===== src/rtl/trap_ctrl.sv =====
// trap_ctrl: machine-mode trap/interrupt sequencer owning mstatus, mie, mtvec, mip, mepc, mcause
module trap_ctrl #(
   parameter logic [31:0] RESET_MTVEC = 32'h0000_0000,
   parameter bit          VECTORED_EN = 1'b1
) (
   input  logic        clk,
   input  logic        rstn,
   input  logic        ext_irq,
   input  logic        tmr_irq,
   input  logic        sw_irq,
   input  logic        exc_valid,
   input  logic [3:0]  exc_cause,
   input  logic [31:0] exc_pc,
   input  logic        mret_valid,
   input  logic        commit_valid,
   input  logic [31:0] commit_next_pc,
   input  logic        pipe_empty,
   input  logic [31:0] fetch_pc,
   input  logic        csr_we,
   input  logic [11:0] csr_addr,
   input  logic [31:0] csr_wdata,
   output logic [31:0] csr_rdata,
   output logic        fetch_stall,
   output logic        flush,
   output logic        redirect_valid,
   output logic [31:0] redirect_pc,
   output logic [31:0] mstatus,
   output logic [31:0] mie,
   output logic [31:0] mtvec,
   output logic [31:0] mip,
   output logic [31:0] mepc,
   output logic [31:0] mcause
);
   typedef enum logic [1:0] {IDLE, DRAIN, ENTER, RETURN} state_t;
   state_t state, state_n;
   logic mie_b, mpie;
   logic [31:0] mie_q, mtvec_q, mip_q, mepc_q, mcause_q;
   logic [31:0] cause_q, epc_q, cause_n, epc_n;
   logic [31:0] pending, trap_pc;
   logic [3:0] irq_code;
   logic vec;
   assign mstatus = {19'b0, 2'b11, 3'b0, mpie, 3'b0, mie_b, 3'b0};
   assign mie = mie_q;
   assign mtvec = mtvec_q;
   assign mip = mip_q;
   assign mepc = mepc_q;
   assign mcause = mcause_q;
   assign pending = mip_q & mie_q & {32{mie_b}};
   assign irq_code = pending[11] ? 4'd11 : pending[3] ? 4'd3 : 4'd7;
   assign vec = VECTORED_EN && mtvec_q[0] && cause_q[31];
   assign trap_pc = {mtvec_q[31:2], 2'b00} + (vec ? {26'b0, cause_q[3:0], 2'b00} : 32'b0);
   assign csr_rdata = csr_addr == 12'h300 ? mstatus :
                      csr_addr == 12'h304 ? mie_q :
                      csr_addr == 12'h305 ? mtvec_q :
                      csr_addr == 12'h341 ? mepc_q :
                      csr_addr == 12'h342 ? mcause_q :
                      csr_addr == 12'h344 ? mip_q : 32'b0;
   // sequencer state plus the trap cause/PC captured on the way into ENTER
   always_ff @(posedge clk) begin
      if (!rstn) begin
         state <= IDLE;
         cause_q <= 32'b0;
         epc_q <= 32'b0;
      end else begin
         state <= state_n;
         cause_q <= cause_n;
         epc_q <= epc_n;
      end
   end
   // next state, trap latch and pipeline control; interrupts wait in DRAIN for a precise PC
   always_comb begin
      state_n = state;
      cause_n = cause_q;
      epc_n = epc_q;
      fetch_stall = 1'b0;
      flush = 1'b0;
      redirect_valid = 1'b0;
      redirect_pc = 32'b0;
      case (state)
         IDLE: begin
            if (exc_valid) begin
               cause_n = {28'b0, exc_cause};
               epc_n = exc_pc;
               state_n = ENTER;
            end else if (mret_valid) state_n = RETURN;
            else if (|pending) state_n = DRAIN;
         end
         DRAIN: begin
            fetch_stall = 1'b1;
            if (exc_valid) begin
               cause_n = {28'b0, exc_cause};
               epc_n = exc_pc;
               state_n = ENTER;
            end else if (pending == 32'b0) state_n = IDLE;
            else if (commit_valid || pipe_empty) begin
               cause_n = {1'b1, 27'b0, irq_code};
               epc_n = commit_valid ? commit_next_pc : fetch_pc;
               state_n = ENTER;
            end
         end
         ENTER: begin
            fetch_stall = 1'b1;
            flush = 1'b1;
            redirect_valid = 1'b1;
            redirect_pc = trap_pc;
            state_n = IDLE;
         end
         RETURN: begin
            flush = 1'b1;
            redirect_valid = 1'b1;
            redirect_pc = mepc_q;
            state_n = IDLE;
         end
      endcase
   end
   // CSR file: trap entry/return updates take precedence over software writes to the same CSRs
   always_ff @(posedge clk) begin
      if (!rstn) begin
         mie_b <= 1'b0;
         mpie <= 1'b0;
         mie_q <= 32'b0;
         mtvec_q <= RESET_MTVEC;
         mip_q <= 32'b0;
         mepc_q <= 32'b0;
         mcause_q <= 32'b0;
      end else begin
         mip_q <= {20'b0, ext_irq, 3'b0, tmr_irq, 3'b0, sw_irq, 3'b0};
         if (csr_we && csr_addr == 12'h304) mie_q <= csr_wdata & 32'h0000_0888;
         if (csr_we && csr_addr == 12'h305) mtvec_q <= csr_wdata & ~32'h2;
         if (state == ENTER) begin
            mepc_q <= epc_q;
            mcause_q <= cause_q;
            mpie <= mie_b;
            mie_b <= 1'b0;
         end else begin
            if (csr_we && csr_addr == 12'h341) mepc_q <= csr_wdata & ~32'h3;
            if (csr_we && csr_addr == 12'h342) mcause_q <= csr_wdata;
            if (state == RETURN) begin
               mie_b <= mpie;
               mpie <= 1'b1;
            end else if (csr_we && csr_addr == 12'h300) begin
               mie_b <= csr_wdata[3];
               mpie <= csr_wdata[7];
            end
         end
      end
   end
endmodule


===== config.mk =====
export PLATFORM = sky130hd
export DESIGN_NAME = trap_ctrl
export DESIGN_NICKNAME = d
export VERILOG_FILES = /design/src/rtl/trap_ctrl.sv
export SDC_FILE = /design/constraint.sdc
export NUM_CORES = 1
export LEC_CHECK = 0
export BUFFER_PORTS_ARGS = -buffer_cell sky130_fd_sc_hd__buf_2
export CORE_MARGIN = 1
export CORE_UTILIZATION = 30
export CTS_BUF_LIST = sky130_fd_sc_hd__clkbuf_16
export CTS_CLUSTER_DIAMETER = 120
export DETAILED_ROUTE_END_ITERATION = 10
export PLACE_DENSITY_LB_ADDON = 0.25
export SLEW_MARGIN = 30
export SYNTH_ARGS = -nofsm -noshare
export SYNTH_HDL_FRONTEND = slang
export SYNTH_SLANG_ARGS = --single-unit

===== constraint.sdc =====
create_clock -name clk -period 2.91 [get_ports clk]
set_input_delay 0 -clock clk [delete_from_list [all_inputs] [get_ports clk]]
set_output_delay 0 -clock clk [all_outputs]
set_load 0.05 [all_outputs]

==> out/results.txt <==
status - finished clean
Final Skew - 0.01158 ns
Starting Density - 0.3060
clk sink count - 142
IO Port Bufs - 323
die area - 29,170 sq um
cell count after placement - 1,732
Critical Path Start - mtvec[0]
Final WS setup - 0.1413 ns
Num CTS Buffers - 17
Post-Syn Area per Cell - 7.828 sq um
# diodes - 0
grt total ovfl - 0
final hold viol count - 0
xor-xnor portion of the synthesized cell area - 0.02664
WHS - 0.02363 ns
Routed Antenna Nets - 0
net switching power - 0.002070 W
clock power share - 0.373
routed wire length - 33,410 um
drc violations - 0
peak supply drop - 0.0003355 V
worst hold start - fetch_pc[11]
sequential area share after synthesis - 0.3326
adder-cell share of the synthesized area - 0.01405
Critical Path End Type - output pin
first drt pass iteration count - 5
DP Worst Slack - 0.4117 ns
setup tns final - 0 ns
initial antenna violation count - 0
Synth cell types - 54
Avg WL per Cell - 17.99 um
io pins - 413
CTS tree - built
Rel. slew slack - 0.3917
GR Util All Layers - 0.2227
Gate power share - 0.244
Seq cells post-synth - 142
Switching Fraction - 0.3576
H-tree depth - 4
Compound-Gate Fraction of Synth Area - 0.1972
CP arrival - 2.77 ns
Final min period - 2.769 ns
Crit Path Category - reg -> out
CTS max path bufs - 2
number of global-route vias before repair - 8,173
Final Util - 0.4187
unrepaired setup endpoints after global routing - yes
most frequent cells in the layout - 314 x buf_2, 222 x nand2_1, 140 x dfxtp_1, 92 x dlygate4sd3_1, 89 x conb_1
Max Fanout on Critical Path - 7
Synth Cell Area - 8548 sq um
gpl congestion - 0.8618
chip width - 170.8 um
Clock Pin Slew Worst Setup and Hold Paths - 0.07 ns
Hold/Removal Path Class - in -> reg
actual slew at the worst max-slew pin - 0.9112 ns
largest family of logic cells by synthesized area - compound AO/OA/AOI/OAI gates
fill count - 2,927
CP cell instances - and3_1 -> ha_1 -> inv_1 -> fa_1 -> nand2b_4 -> a21oi_4 -> buf_4 -> nand3_1 -> xor2_1 -> o21ai_2 -> buf_2
commonest non-fill, non-tap cell in the layout - buf_2
internal power - 0.003719 W
Worst-Skew Late Latency - 0.42 ns
Die H - 170.8 um
fraction of synthesized area in multiplexers - 0.08226
power density cells - 495.0 nW/um^2
largest net degree at the start of global routing - 73
startpoint types - flip-flop
Crit-path slowest cell - fa_1
max cap viols - 0
Worst path max stage delay - 0.38 ns
core area - 27,930 sq um
Synth Instances - 1,092
vias post-DR - 9,144
Post-layout nets - 1,629
num rows - 61
first-pass GRT wire length - 48,620 um
post-CTS setup buffers - 0
top achievable clock speed - 361.2 MHz
Worst Path Required - 2.91 ns
CTS Root Cell - clkbuf_16
dpl hpwl - 24,140 um
Final Setup Violations - 0
drt via density - 4.924
yosys warns - 0
static leakage - 5.560 nW
final cycle utilization of the critical path - 0.9514
Post-Synth Simple-Gate Area - 0.1939
Seq pwr share - 0.383
final non-filler cell total - 1,857
layout cell share with drive strength beyond 1 - 0.2799
DRT iter0 DRCs - 703
Area Growth Syn to Fin - 36.83%
Slew Limit Fails - 0
reg2reg start - state[0]
-- worst max-delay path: cells and delay by family, from the launching register on --
| family | cells | cell delay [ns] |
|---|---|---|
| AO/OA/AOI/OAI | 2 | 0.30 |
| XOR/XNOR | 1 | 0.15 |
| adder cells (fa/ha/maj) | 2 | 0.54 |
| buffers and inverters | 3 | 0.54 |
| flip-flops | 1 | 0.37 |
| AND/OR/NAND/NOR | 3 | 0.45 |
-- routing by layer --
metal,part of all wire,up-vias,GRT usage,wire length [um]
li1,-,4421,-,-
met1,0.46,4264,0.2986,15480
met2,0.45,424,0.3601,15110
met3,0.063,35,0.03655,2115
met4,0.021,0,0.07638,694
met5,0,-,0,0
-- power by group through the flow --
stage | combinational (W) | clock (W) | sequential (W)
detailed placement | 0.00131 | 0 | 0.00226
floorplan | 0.000783 | 0 | 0.00246
global route | 0.00152 | 0.00229 | 0.00223
CTS | 0.00142 | 0.00221 | 0.00221
global placement | 0.00130 | 0 | 0.00226
finish | 0.00141 | 0.00216 | 0.00221
-- synthesized netlist by cell type, drive strengths merged --
library cell	number	area share
conb	2	0.00088
o22ai	3	0.0022
o32a	3	0.0035
nand2	223	0.098
nor2b	5	0.0037
clkbuf	46	0.020
o221a	1	0.0013
mux2	2	0.0026
and3	12	0.011
nor3	17	0.010
o221ai	1	0.0010
xor2	23	0.024
xnor2	3	0.0031
inv	38	0.017
o2111ai	32	0.033
dfxtp	142	0.33
mux2i	68	0.080
ha	8	0.012
o21ba	1	0.0012
fa	1	0.0023
buf	132	0.12
a32o	1	0.0012
o32ai	2	0.0020
nor4bb	1	0.0029
o21ai	100	0.059
a31oi	31	0.023
nand4	17	0.014
nand3	19	0.011
a22o	5	0.0051
clkinv	1	0.00044
o31ai	1	0.00088
nand2b	6	0.0053
a221o	1	0.0012
nor4	3	0.0037
a211oi	4	0.0035
a22oi	4	0.0035
a21oi	38	0.022
and2b	1	0.00088
nor2	53	0.023
and4	3	0.0031
a311oi	1	0.0010
a222oi	28	0.033
and2	9	0.0072
-- cell families after synthesis --
logic type	Yosys count
fa+ha+maj	9
simple gates	369
other cells	2
mux	70
flops	142
buf+inv	217
xor+xnor	26
compound gates	257
-- stage by stage --
| stage | instance area [sq um] | power [W] |
|---|---|---|
| global route | 11700 | 0.006038 |
| CTS | 11630 | 0.005840 |
| global placement | 10120 | 0.003561 |
| detailed placement | 10120 | 0.003569 |
| floorplan | 8905 | 0.003244 |
| finish | 11700 | 0.005789 |
-- worst paths after layout --
check                                  endpoint  slack [ns]  cells after the start
worst min-delay path                  epc_q[11]        0.02                      5
worst max-delay path            redirect_pc[12]        0.14                     11
worst min register to register        epc_q[30]        0.45                      2
worst max register to register        epc_q[25]        0.47                      9
-- area by class of cell --
type	instances	area, sq um	share of cell area
inverter	39	147.6	0.01262
timing repair buffer	446	2849	0.2436
sequential	142	2848	0.2435
clock buffer	17	425.4	0.03637
clock inverter	15	148.9	0.01273
multi-input combinational	820	4805	0.4108
tap	378	473.0	0.04044
-- state kept, by name (all words and copies together) (netlist names) --
signal,flops
mip,3
mcause,32
cause_q,5
epc_q,32
mepc,32
mie,3
state,2
mtvec,31
mie_b,1
mpie,1
-- what timing repair did --
item | in CTS | in global routing
hold endpoints to repair | 137 | 0
hold buffers | 92 | 0
gates resized for setup | 3 | 23
cloned | 0 | 1
pin swaps | 0 | 2
endpoints found under the setup margin | 3 | 18
(Power assumes the default switching activity.)
